### config.mk
export PLATFORM = sky130hd
export DESIGN_NAME = board_display_scan
export DESIGN_NICKNAME = d
export VERILOG_FILES = /design/src/rtl/display_pkg.sv /design/src/rtl/seg_decoder.sv /design/src/rtl/board_display_scan.sv
export SDC_FILE = /design/constraint.sdc
export NUM_CORES = 1
export LEC_CHECK = 0
export BUFFER_PORTS_ARGS = -buffer_cell sky130_fd_sc_hd__buf_2
export CORE_MARGIN = 1.5
export CORE_UTILIZATION = 35
export CTS_CLUSTER_SIZE = 16
export DETAILED_ROUTE_END_ITERATION = 10
export SKIP_CTS_REPAIR_TIMING = 1
export SYNTH_ARGS = -nofsm -noshare
export SYNTH_HDL_FRONTEND = slang
export SYNTH_SLANG_ARGS = --single-unit
### constraint.sdc
create_clock -name clk_d -period 15.4 [get_ports clk_d]
set_input_delay 3.08 -clock clk_d [delete_from_list [all_inputs] [get_ports clk_d]]
set_output_delay 3.08 -clock clk_d [all_outputs]
set_load 0.01 [all_outputs]
### src/rtl/display_pkg.sv
// Shared encodings for the board display: game status values (matching the game
// controller), seven-segment glyphs and the decoder's 5-bit symbol codes.
package display_pkg;

    localparam logic [1:0] CHOSE_BOARD  = 2'b00;
    localparam logic [1:0] GAMING       = 2'b01;
    localparam logic [1:0] GAME_INITIAL = 2'b10;
    localparam logic [1:0] WINNED       = 2'b11;

    // Symbol codes: 0x00-0x0F are hex digits; C and d reuse the hex codes.
    localparam logic [4:0] CODE_C     = 5'h0C;
    localparam logic [4:0] CODE_D     = 5'h0D;
    localparam logic [4:0] CODE_G     = 5'h10;
    localparam logic [4:0] CODE_I     = 5'h11;
    localparam logic [4:0] CODE_BLANK = 5'h12;

    // Segment order {dp,g,f,e,d,c,b,a}, active-high.
    localparam logic [7:0] GLYPH_G     = 8'h3D;
    localparam logic [7:0] GLYPH_I     = 8'h06;
    localparam logic [7:0] GLYPH_BLANK = 8'h00;

    // Element [n] is the glyph for hex digit n.
    localparam logic [15:0][7:0] HEX_GLYPHS = {
        8'h71, 8'h79, 8'h5E, 8'h39, 8'h7C, 8'h77, 8'h6F, 8'h7F,
        8'h07, 8'h7D, 8'h6D, 8'h66, 8'h4F, 8'h5B, 8'h06, 8'h3F
    };

    function automatic logic [4:0] status_code(input logic [1:0] status);
        case (status)
            CHOSE_BOARD:  return CODE_C;
            GAMING:       return CODE_G;
            GAME_INITIAL: return CODE_I;
            default:      return CODE_D;
        endcase
    endfunction

endpackage

### src/rtl/seg_decoder.sv
// Combinational symbol-code to seven-segment decoder: 16 hex glyphs, the
// status letters G and I, and blank for every other code.
module seg_decoder
    import display_pkg::*;
(
    input  logic [4:0] i_code,
    output logic [7:0] o_seg
);

    // NOTE: o_seg gets a default before any branch so no path can infer a latch.
    always_comb begin
        o_seg = GLYPH_BLANK;
        if (!i_code[4]) begin
            o_seg = HEX_GLYPHS[i_code[3:0]];
        end else begin
            case (i_code)
                CODE_G:  o_seg = GLYPH_G;
                CODE_I:  o_seg = GLYPH_I;
                default: o_seg = GLYPH_BLANK;
            endcase
        end
    end

endmodule

### src/rtl/board_display_scan.sv
// 8-digit multiplexed seven-segment scanner for the game board, status and step
// count; inputs are snapshotted only at frame start, board digits blink on a win.
module board_display_scan
    import display_pkg::*;
#(
    parameter int SCAN_DIV     = 1000,
    parameter int BLINK_FRAMES = 64
) (
    input  logic        clk_d,
    input  logic        rst,
    input  logic [11:0] board,
    input  logic [1:0]  game_status,
    input  logic [5:0]  step_number,
    output logic [7:0]  an,
    output logic [7:0]  seg
);

    localparam int PW = $clog2(SCAN_DIV);
    localparam int FW = (BLINK_FRAMES > 1) ? $clog2(BLINK_FRAMES) : 1;

    logic [PW-1:0] r_presc;
    logic [2:0]    r_idx;
    logic [11:0]   r_board;
    logic [1:0]    r_status;
    logic [5:0]    r_step;
    logic [FW-1:0] r_cnt;
    logic          r_phase;

    logic          w_tick;
    logic          w_frame_start;
    logic [2:0]    w_idx_n;
    logic [11:0]   w_board_n;
    logic [1:0]    w_status_n;
    logic [5:0]    w_step_n;
    logic [FW-1:0] w_cnt_n;
    logic          w_phase_n;
    logic [3:0]    w_tens;
    logic [3:0]    w_ones;
    logic [4:0]    w_code;
    logic [7:0]    w_seg;

    assign w_tick        = (r_presc == PW'(SCAN_DIV - 1));
    assign w_idx_n       = r_idx + 3'd1;
    assign w_frame_start = w_tick && (r_idx == 3'd7);

    // Digit 0 is decoded in the frame-start cycle, so it must see the values
    // being latched rather than the previous frame's snapshot.
    assign w_board_n  = w_frame_start ? board       : r_board;
    assign w_status_n = w_frame_start ? game_status : r_status;
    assign w_step_n   = w_frame_start ? step_number : r_step;

    // NOTE: sequential state uses non-blocking assignments so every register
    // samples pre-edge values regardless of statement order.
    always_ff @(posedge clk_d) begin
        if (rst) begin
            r_presc <= '0;
            r_idx   <= 3'd7;
        end else if (w_tick) begin
            r_presc <= '0;
            r_idx   <= w_idx_n;
        end else begin
            r_presc <= r_presc + PW'(1);
        end
    end

    // A frame only counts toward blinking if WINNED held for the whole frame
    // just ended; leaving WINNED drops the blink state in the same frame start.
    always_comb begin
        w_cnt_n   = r_cnt;
        w_phase_n = r_phase;
        if (w_frame_start) begin
            if (w_status_n != WINNED) begin
                w_cnt_n   = '0;
                w_phase_n = 1'b0;
            end else if (r_status == WINNED) begin
                if (r_cnt == FW'(BLINK_FRAMES - 1)) begin
                    w_cnt_n   = '0;
                    w_phase_n = ~r_phase;
                end else begin
                    w_cnt_n = r_cnt + FW'(1);
                end
            end
        end
    end

    always_ff @(posedge clk_d) begin
        if (rst) begin
            r_board  <= '0;
            r_status <= '0;
            r_step   <= '0;
            r_cnt    <= '0;
            r_phase  <= 1'b0;
        end else begin
            r_board  <= w_board_n;
            r_status <= w_status_n;
            r_step   <= w_step_n;
            r_cnt    <= w_cnt_n;
            r_phase  <= w_phase_n;
        end
    end

    assign w_tens = 4'(w_step_n / 6'd10);
    assign w_ones = 4'(w_step_n - 6'(w_tens) * 6'd10);

    always_comb begin
        w_code = CODE_BLANK;
        case (w_idx_n)
            3'd0:    w_code = {1'b0, w_board_n[3:0]};
            3'd1:    w_code = {1'b0, w_board_n[7:4]};
            3'd2:    w_code = {1'b0, w_board_n[11:8]};
            3'd4:    w_code = status_code(w_status_n);
            3'd6:    w_code = {1'b0, w_ones};
            3'd7:    w_code = (w_tens == 4'd0) ? CODE_BLANK : {1'b0, w_tens};
            default: w_code = CODE_BLANK;
        endcase
        if (w_phase_n && (w_idx_n <= 3'd2)) begin
            w_code = CODE_BLANK;
        end
    end

    seg_decoder u_seg_decoder (
        .i_code (w_code),
        .o_seg  (w_seg)
    );

    always_ff @(posedge clk_d) begin
        if (rst) begin
            an  <= 8'h00;
            seg <= 8'h00;
        end else if (w_tick) begin
            an  <= 8'h01 << w_idx_n;
            seg <= w_seg;
        end
    end

endmodule

==> impl_metrics.ini, run 1 <==
[status]
status = completed

[worst_setup_path]
worstSetupPathType = input port to flop
critPathTopFamily = compound AO/OA/AOI/OAI gates
reg2reg_slack_ps = 8950
reg2regPathDepth = 23
rr_endpoint = seg[4]
path_common_cell = ha_1
crit_start = step_number[3]
critPathMaxFanout = 16
cp.buffers_inverters = 4
r2r-start = r_presc[0]
arrival_ps = 7880
cp.required_ps = 15620
start_kind = input port
crit_chain = buf_2, mux2_2, ha_1, nand3_1, o211ai_1, a22oi_2, inv_1, ha_1, nor2b_1, a2111oi_0, a31o_2, or2_0, ha_1, inv_1, fa_1, a21oi_1, o2111ai_2, nand2_1, a41o_1, inv_2, a211oi_1
cp-end-kind = flop
slowest_delay_ps = 430
cpMaxStageDelayCell = fa_1

[worst_hold_path]
holdPathStages = 2
hold_path_end = an[6]
hold_start = an[6]
hp-class = flop to flop

[route]
detail-route-antenna-nets = 0
drt_iter0_markers = 136
wl_um = 7530
drt_pre_antenna_iters = 4
drcViolationCount = 0
wl_per_cell_um = 13.8
viasPerCell = 5.13
vias = 2789

[global_route]
grt_pass1_wl_um = 12600
grt_pass1_vias = 2624
track_usage = 0.151
overflow = 0
grt_max_degree = 45
antenna_found_initial = 0

[clocking]
clk_pin_slew_ps = 100
clockBufferDepth = 2
root_buffer = clkbuf_8
cts_buffers = 5
tritoncts = built
cts_max_level = 2
clk_latency_ps = 310
cts.sinks = 55

[floorplanning]
die-area_mm2 = 0.0103
design.core.area_mm2 = 0.00933
rows = 35
io_pins = 38
die_y_um = 101
start_util = 0.363
die_x_um = 101

[power]
irDropWorstVdd_uv = 37.0
finalPower_uw = 232
p_leak_nw = 1.59
p_per_area_mw_per_mm2 = 63.2

[place]
port_buffers = 36
gp_congestion = 0.839
dp_hpwl_um = 5590

[layout]
nets = 457
mostFrequentLayoutCell = dfxtp_1
drive_above_1_share = 0.157
antenna_cells = 0
area_delta_synth_final_pct = 8.54
fill_cells = 964
final_cell_mix = dfxtp_1, nor2_1, buf_2, nand2_1, mux2i_1

[logic_synthesis]
synth_edf_count = 0
synth_seq_cells = 55
synth_area_mm2 = 0.00339
async_flop_share = 0
syn_nets = 438
ys_seq_area_frac = 0.325
avgSynthCellArea_um2 = 8.57
ys.flop_type = dfxtp_1
yosys_warnings = 0
synth_cell_type_count = 70
synthCells = 395

[sta]
finalMaxSlewViolations = 0
worstMarginPinSlew_ps = 945
setup-tns-final_ps = 0
rsz0062_at_grt = false
skew_ps = 5.70
fin_crit_sh = 0.497
finalSetupViolations = 0
maxSlewHeadroom = 0.370
hold_violations = 0
finalCriticalPeriod_ps = 7650
timing.fmax_ghz = 0.131

[run]
drv_cap = 0
[power by group]
group	internal, mW	switching (mW)	total [mW]
combinational	0.00356	0.00528	0.00884
clock	0.0318	0.0484	0.0802
sequential	0.143	0.000626	0.143
total	0.178	0.0543	0.232
[registers in the layout, indices dropped and copies added (netlist names)]
register,flops
r_phase,1
an,8
r_status,2
r_cnt,6
r_presc,10
r_step,6
r_board,12
r_idx,3
seg,7
[worst register-to-register path, cell delays in order, from the launching register on]
cell       delay [ps]
dfxtp_1           380
ha_1              210
and4b_1           410
nand4_4           530
mux2_2            490
ha_1              260
nand3_1           110
o211ai_1          120
a22oi_2           290
inv_1             130
ha_1              300
nor2b_1           130
a2111oi_0         350
a31o_2            220
or2_0             280
ha_1              210
inv_1              50
fa_1              430
a21oi_1           170
o2111ai_2         390
nand2_1           370
a41o_1            270
inv_2              50
a211oi_1          210
[final cells by class]
| type | count | area, µm² | area share |
|---|---|---|---|
| flip-flops and latches | 55 | 1100 | 0.300 |
| multi-input cells | 299 | 2080 | 0.566 |
| well taps | 129 | 161 | 0.0439 |
| clock inverters | 3 | 20.0 | 0.00545 |
| repair buffers | 36 | 180 | 0.0490 |
| clock buffers | 5 | 68.8 | 0.0187 |
| inverters | 17 | 63.8 | 0.0174 |
[layer usage]
layer  wire length (µm)  track usage
met1               3660        0.209
met2               3420        0.241
met3                306       0.0269
met4                140       0.0449
met5                  0            0
[kinds of logic (layout without fill, tap and decap cells)]
group	Yosys count	in the layout	synth area share
XOR/XNOR	15	15	0.0388
AND/OR/NAND/NOR	152	152	0.230
multiplexers	30	30	0.0916
adder cells (fa/ha/maj)	21	21	0.0798
flip-flops	55	55	0.325
buffers and inverters	41	61	0.0606
other	1	1	0.00111
AO/OA/AOI/OAI	80	80	0.173
[Yosys cell counts (3+ instances only)]
library cell	number	area [µm²]
xor2_1	9	78.8
clkbuf_1	12	45.0
o31ai_1	3	22.5
nor2_1	49	184
a22o_1	3	26.3
nor3b_1	4	30.0
o211ai_1	4	30.0
inv_1	16	60.1
mux2i_1	24	240
o22ai_1	4	25.0
buf_6	4	45.0
dfxtp_1	55	1100
nor3_1	5	25.0
nand2_1	31	116
a21oi_1	22	110
o21ai_0	10	50.1
nand2b_1	8	50.1
nand4_1	4	25.0
ha_1	20	250
and3_1	4	25.0
buf_2	5	25.0
a211o_1	5	43.8
nor2b_1	15	93.8
xnor2_1	6	52.6
mux2_2	5	56.3
nand3_1	16	80.1
[stage by stage]
step | setup WS (ps) | instances | hold slack, ps | util | cell area [µm²]
after floorplan | 7990 | 395 | 430 | - | 3390
after global placement | 7680 | 536 | 440 | 0.384 | 3590
after detailed placement | 7440 | 536 | 441 | 0.384 | 3590
after CTS | 7790 | 544 | 455 | 0.394 | 3670
after global routing | 7380 | 544 | 483 | 0.394 | 3670
final | 7750 | 544 | 452 | 0.394 | 3670
[how the worst max path moves through the flow]
stage | end | slack, ps | cells past startpoint
floorplan | seg[3] | 7990 | 21
global placement | seg[4] | 7680 | 21
detailed placement | seg[4] | 7440 | 21
CTS | seg[4] | 7790 | 21
global route | seg[4] | 7380 | 21
finish | seg[4] | 7750 | 21
Power figures use the tool's default switching activity.
==> run 2, diff against run 1 <==
==> constraint.sdc (replaced) <==
create_clock -name clk_d -period 7.56 [get_ports clk_d]
set_input_delay 1.512 -clock clk_d [delete_from_list [all_inputs] [get_ports clk_d]]
set_output_delay 1.512 -clock clk_d [all_outputs]
set_load 0.01 [all_outputs]
==> run 2 against run 1 <==
Compared with the run above: worst setup slack got worse by 6500 ps; via count rose by 0.18%; cell area rose by 0.20%; clock-buffer cell count is the same; worst hold slack better by 2.7 ps; clock skew up 5.9 ps; utilization is 0.081 points higher; register-to-register slack got worse by 7700 ps; combinational power grew 100%; critical path type is now flop to flop; critical endpoint unchanged; largest cell class unchanged; highest routed layer unchanged.
==> impl_metrics.ini, run 2 (same netlist as run 1, synthesis figures left out) <==
[status]
status = completed

[sta]
maxSlewHeadroom = 0.396
timing.fmax_ghz = 0.159
setup-tns-final_ps = 0
skew_ps = 11.6
fin_crit_sh = 0.832
holdWs_ps = 454
rsz0062_at_grt = false
worstMarginPinSlew_ps = 906
hold_violations = 0
finalMaxSlewViolations = 0
finalSetupViolations = 0
finalCriticalPeriod_ps = 6290

[place]
gp_congestion = 0.834
place_inst = 537
port_buffers = 36
dp_hpwl_um = 5770

[clocking]
cts.sinks = 55
clk_latency_ps = 310
clockBufferDepth = 2
root_buffer = clkbuf_8
clk_pin_slew_ps = 110
cts_max_level = 2
cts_buffers = 5
tritoncts = built

[route]
wl_per_cell_um = 14.1
vias = 2794
viasPerCell = 5.13
drt_iter0_markers = 239
detail-route-antenna-nets = 0
drt_pre_antenna_iters = 4
drcViolationCount = 0
wl_um = 7710

[floorplanning]
die_y_um = 101
die-area_mm2 = 0.0103
design.core.area_mm2 = 0.00933
die_x_um = 101
start_util = 0.363
rows = 35
io_pins = 38

[power]
p_clk_frac = 0.344
finalPower_uw = 473
internal-power_uw = 363
seq_power_share = 0.618
p_per_area_mw_per_mm2 = 128
irDropWorstVdd_uv = 77.7
p_sw_frac = 0.232
p_leak_nw = 1.59
p_comb_frac = 0.038
switchingPower_uw = 110

[layout]
top_regs = r_board x12, r_presc x10, an x8
fin_cells = 545
area_delta_synth_final_pct = 8.76
antenna_cells = 0
seq_area_mm2 = 0.00110
largest_reg_flops = 12
fill_cells = 960
nets = 458
top_register = r_board
final_cell_mix = dfxtp_1, nor2_1, buf_2, nand2_1, mux2i_1
drive_above_1_share = 0.159
multiInputGateArea_mm2 = 0.00208
mostFrequentLayoutCell = dfxtp_1

[worst_setup_path]
cp-end-kind = flop
critPathMaxFanout = 29
cp.required_ps = 7780
worstSetupPathType = flop to flop
crit_chain = ha_1, and4b_1, nand4_4, buf_4, mux2_2, ha_1, a21oi_1, a22oi_2, inv_1, ha_1, nor2b_1, a2111oi_0, a31o_2, or2_0, ha_1, inv_1, fa_1, a21oi_1, o2111ai_2, nand2_1, a41o_1, inv_2, a211oi_1
path_common_cell = ha_1
start_kind = flop
arrival_ps = 6510
cp.buffers_inverters = 4
slowest_delay_ps = 430
critPathTopFamily = compound AO/OA/AOI/OAI gates
cpMaxStageDelayCell = fa_1

[global_route]
overflow = 0
track_usage = 0.155
grt_pass1_wl_um = 12800
antenna_found_initial = 0
grt_max_degree = 45
grt_pass1_vias = 2600

[run]
drv_cap = 0

[worst_hold_path]
hp-class = flop to flop
-- run 2: cell types whose count changed in the layout (fill, tap and decap cells not counted), sizes merged --
cell  change
buf       +1
-- run 2: layer usage --
metal | part of all wire | vias up | track usage | routed length [µm]
met4 | 0.012 | 0 | 0.0363 | 93
met2 | 0.46 | 66 | 0.256 | 3580
met1 | 0.49 | 1297 | 0.211 | 3750
met5 | 0 | - | 0 | 0
li1 | - | 1422 | - | -
met3 | 0.036 | 9 | 0.0248 | 279
-- run 2: per-stage QoR --
| stage | instance area, µm² | setup slack [ps] | utilization |
|---|---|---|---|
| after floorplan | 3390 | 1720 | - |
| after global placement | 3590 | 1420 | 0.385 |
| after detailed placement | 3590 | 1190 | 0.385 |
| after CTS | 3680 | 1340 | 0.395 |
| after global routing | 3680 | 884 | 0.395 |
| final | 3680 | 1270 | 0.395 |
-- run 2: final timing paths --
kind         slack, ps  cells after the start  startpoint     end
min                450                      2       an[4]   an[4]
max               1270                     23  r_presc[0]  seg[4]
min reg2reg        450                      2       an[4]   an[4]
max reg2reg       1270                     23  r_presc[0]  seg[4]
-- run 2: power by group through the flow --
stage	Sequential (mW)	Clock, mW	Combinational (mW)
after floorplan	0.299	0	0.0106
after global placement	0.299	0	0.0181
after detailed placement	0.299	0	0.0182
after CTS	0.292	0.171	0.0183
after global routing	0.293	0.182	0.0202
final	0.292	0.163	0.0179
-- run 2: tightest hold or removal path: stages, from the launching register on --
cell and delay, ps:
dfxtp_1 320, nand2_1 50, a21oi_1 50
-- run 2: area by class of cell --
class | count | area share
clock inverters | 3 | 0.00544
multi-input cells | 299 | 0.565
well taps | 129 | 0.0438
repair buffers | 37 | 0.0510
clock buffers | 5 | 0.0187
inverters | 17 | 0.0173
flip-flops and latches | 55 | 0.299
==> run 3, diff against run 2 <==
--- a/config.mk
+++ b/config.mk
@@ -5,6 +5,7 @@
 export SDC_FILE = /design/constraint.sdc
 export NUM_CORES = 1
 export LEC_CHECK = 0
+export ABC_AREA = 1
 export BUFFER_PORTS_ARGS = -buffer_cell sky130_fd_sc_hd__buf_2
 export CORE_MARGIN = 1.5
 export CORE_UTILIZATION = 35
==> constraint.sdc (replaced) <==
create_clock -name clk_d -period 6.3 [get_ports clk_d]
set_input_delay 1.26 -clock clk_d [delete_from_list [all_inputs] [get_ports clk_d]]
set_output_delay 1.26 -clock clk_d [all_outputs]
set_load 0.01 [all_outputs]
==> run 3 against run 2 <==
Compared with the run above: register-to-register slack got worse by 200 ps; global-route usage rose by 0.70 points; worst setup slack got worse by 200 ps; cell count rose by 11%.
==> impl_metrics.ini, run 3 <==
[status]
status = completed

[global_route]
grt_pass1_wl_um = 13100
antenna_found_initial = 0
grt_max_degree = 29
overflow = 0
grt_pass1_vias = 2849
track_usage = 0.162

[layout]
antenna_cells = 0
top_register = r_board
top_regs = r_board x12, r_presc x10, an x8
final_area_mm2 = 0.00366
fin_cells = 603
mostFrequentLayoutCell = nand2_1
area_delta_synth_final_pct = 11.1
final_cell_mix = nand2_1, dfxtp_1, inv_1, nor2_1, buf_2
drive_above_1_share = 0.195
nets = 534
largest_reg_flops = 12

[power]
irDropWorstVdd_uv = 66.0
p_per_area_mw_per_mm2 = 157
p_leak_nw = 1.82

[clocking]
root_buffer = clkbuf_8
tritoncts = built
cts_buffers = 5
clk_latency_ps = 310
cts_max_level = 2
cts.sinks = 55
clockBufferDepth = 2
clk_pin_slew_ps = 110

[worst_setup_path]
cp.buffers_inverters = 4
crit_start = r_idx[0]
cpMaxStageDelayCell = fa_1
arrival_ps = 5430
critPathMaxFanout = 15
critPathTopFamily = simple AND/OR/NAND/NOR gates
worstSetupPathType = flop to flop
cp-end-kind = flop
start_kind = flop
rr_endpoint = seg[2]
reg2reg_slack_ps = 1070
cp.required_ps = 6500
slowest_delay_ps = 440
reg2regPathDepth = 31
r2r-start = r_idx[0]

[sta]
finalSetupViolations = 0
rsz0062_at_grt = false
finalCriticalPeriod_ps = 5230
fin_crit_sh = 0.830
maxSlewHeadroom = 0.617
skew_ps = 14.7
setup-tns-final_ps = 0
worstMarginPinSlew_ps = 575
timing.fmax_ghz = 0.191
holdWs_ps = 457
hold_violations = 0
finalMaxSlewViolations = 0

[worst_hold_path]
hp-class = flop to flop
holdPathStages = 2
hold_start = an[7]
hold_path_end = an[7]

[logic_synthesis]
synth_cell_type_count = 42
synth_seq_cells = 55
synth_area_mm2 = 0.00329
async_flop_share = 0
yosys-top-cells-count = nand2_1, dfxtp_1, inv_1, nor2_1, a21oi_1
ys.flop_type = dfxtp_1
synthCells = 457
yosysMostFrequentCell = nand2_1
yosys_warnings = 0
ys_top_cells_by_area = dfxtp_1, nand2_1, ha_1
synth_edf_count = 0
avgSynthCellArea_um2 = 7.21
synth_top_area_share = 0.334
yosys.area.top_type = dfxtp_1
ys_seq_area_frac = 0.334
syn_nets = 500

[route]
wl_um = 7740
viasPerCell = 4.89
detail-route-antenna-nets = 0
wl_per_cell_um = 12.8
drt_pre_antenna_iters = 4
drt_iter0_markers = 152
vias = 2950
drcViolationCount = 0

[place]
gp_congestion = 1.02
dpl_cell_area_mm2 = 0.00357
port_buffers = 36
dp_hpwl_um = 6090
place_inst = 595

[floorplanning]
die-area_mm2 = 0.0100
start_util = 0.358
design.core.area_mm2 = 0.00920
die_x_um = 100
die_y_um = 100
rows = 35
io_pins = 38

[run]
drv_cap = 0
[run 3: changes by cell type in the layout (fill, tap and decap cells not counted), sizes merged, moves of 6 or more]
cell / delta
mux2i: -20
xor2: -7
nor2b: -15
nand3: +9
nand2b: -8
a21oi: +8
inv: +45
nand2: +99
xnor2: -6
o21ai: +16
[run 3: how the worst max path moves through the flow]
stage          depth (start not counted)  endpoint
2_1_floorplan                         28    seg[2]
3_3_place_gp                          31    seg[2]
3_5_place_dp                          31    seg[2]
4_1_cts                               31    seg[2]
5_1_grt                               31    seg[2]
6_report                              31    seg[2]
[run 3: per-stage QoR]
| stage | power (mW) | setup slack (ps) | util |
|---|---|---|---|
| CTS | 0.577 | 1070 | 0.398 |
| global route | 0.594 | 605 | 0.398 |
| global placement | 0.376 | 1350 | 0.388 |
| finish | 0.573 | 1070 | 0.398 |
| floorplan | 0.366 | 1690 | - |
| detailed placement | 0.376 | 1120 | 0.388 |
[run 3: logic make-up after synthesis]
family / Yosys count / share of synthesized area
and+or+nand+nor: 234 / 0.358
other: 1 / 0.00114
muxes: 5 / 0.0152
DFF: 55 / 0.334
xor gates and xnor gates: 2 / 0.00532
AOI/OAI and AO/OA: 68 / 0.120
buffers and inverters: 71 / 0.0843
adders and majority gates: 21 / 0.0820
[run 3: cell type report]
| type | count | area (µm²) |
|---|---|---|
| fill | 955 | 5540 |
| multi-input combinational | 331 | 1920 |
| sequential | 55 | 1100 |
| inverter | 62 | 234 |
| timing repair buffer | 36 | 180 |
| tap | 111 | 139 |
| clock buffer | 5 | 68.8 |
| clock inverter | 3 | 22.5 |
[run 3: per-layer routing]
layer / wire, µm / vias to the layer above / track usage
met5: 0 / - / 0
met2: 3740 / 46 / 0.283
met4: 105 / 0 / 0.0498
met1: 3680 / 1353 / 0.205
met3: 221 / 10 / 0.0244
li1: - / 1541 / -
[run 3: report_power, final]
part	total [mW]	switching, mW	internal (mW)
registers	0.350	0.00120	0.349
clock network	0.205	0.125	0.0802
logic	0.0178	0.0113	0.00646
[run 3: worst reg2reg max path, delay by kind of cell, from the launching register on]
family / cells / cell delay [ps]
flip-flops: 1 / 430
adder cells (fa/ha/maj): 6 / 1600
buffers and inverters: 4 / 620
AND/OR/NAND/NOR: 19 / 2260
AO/OA/AOI/OAI: 2 / 230
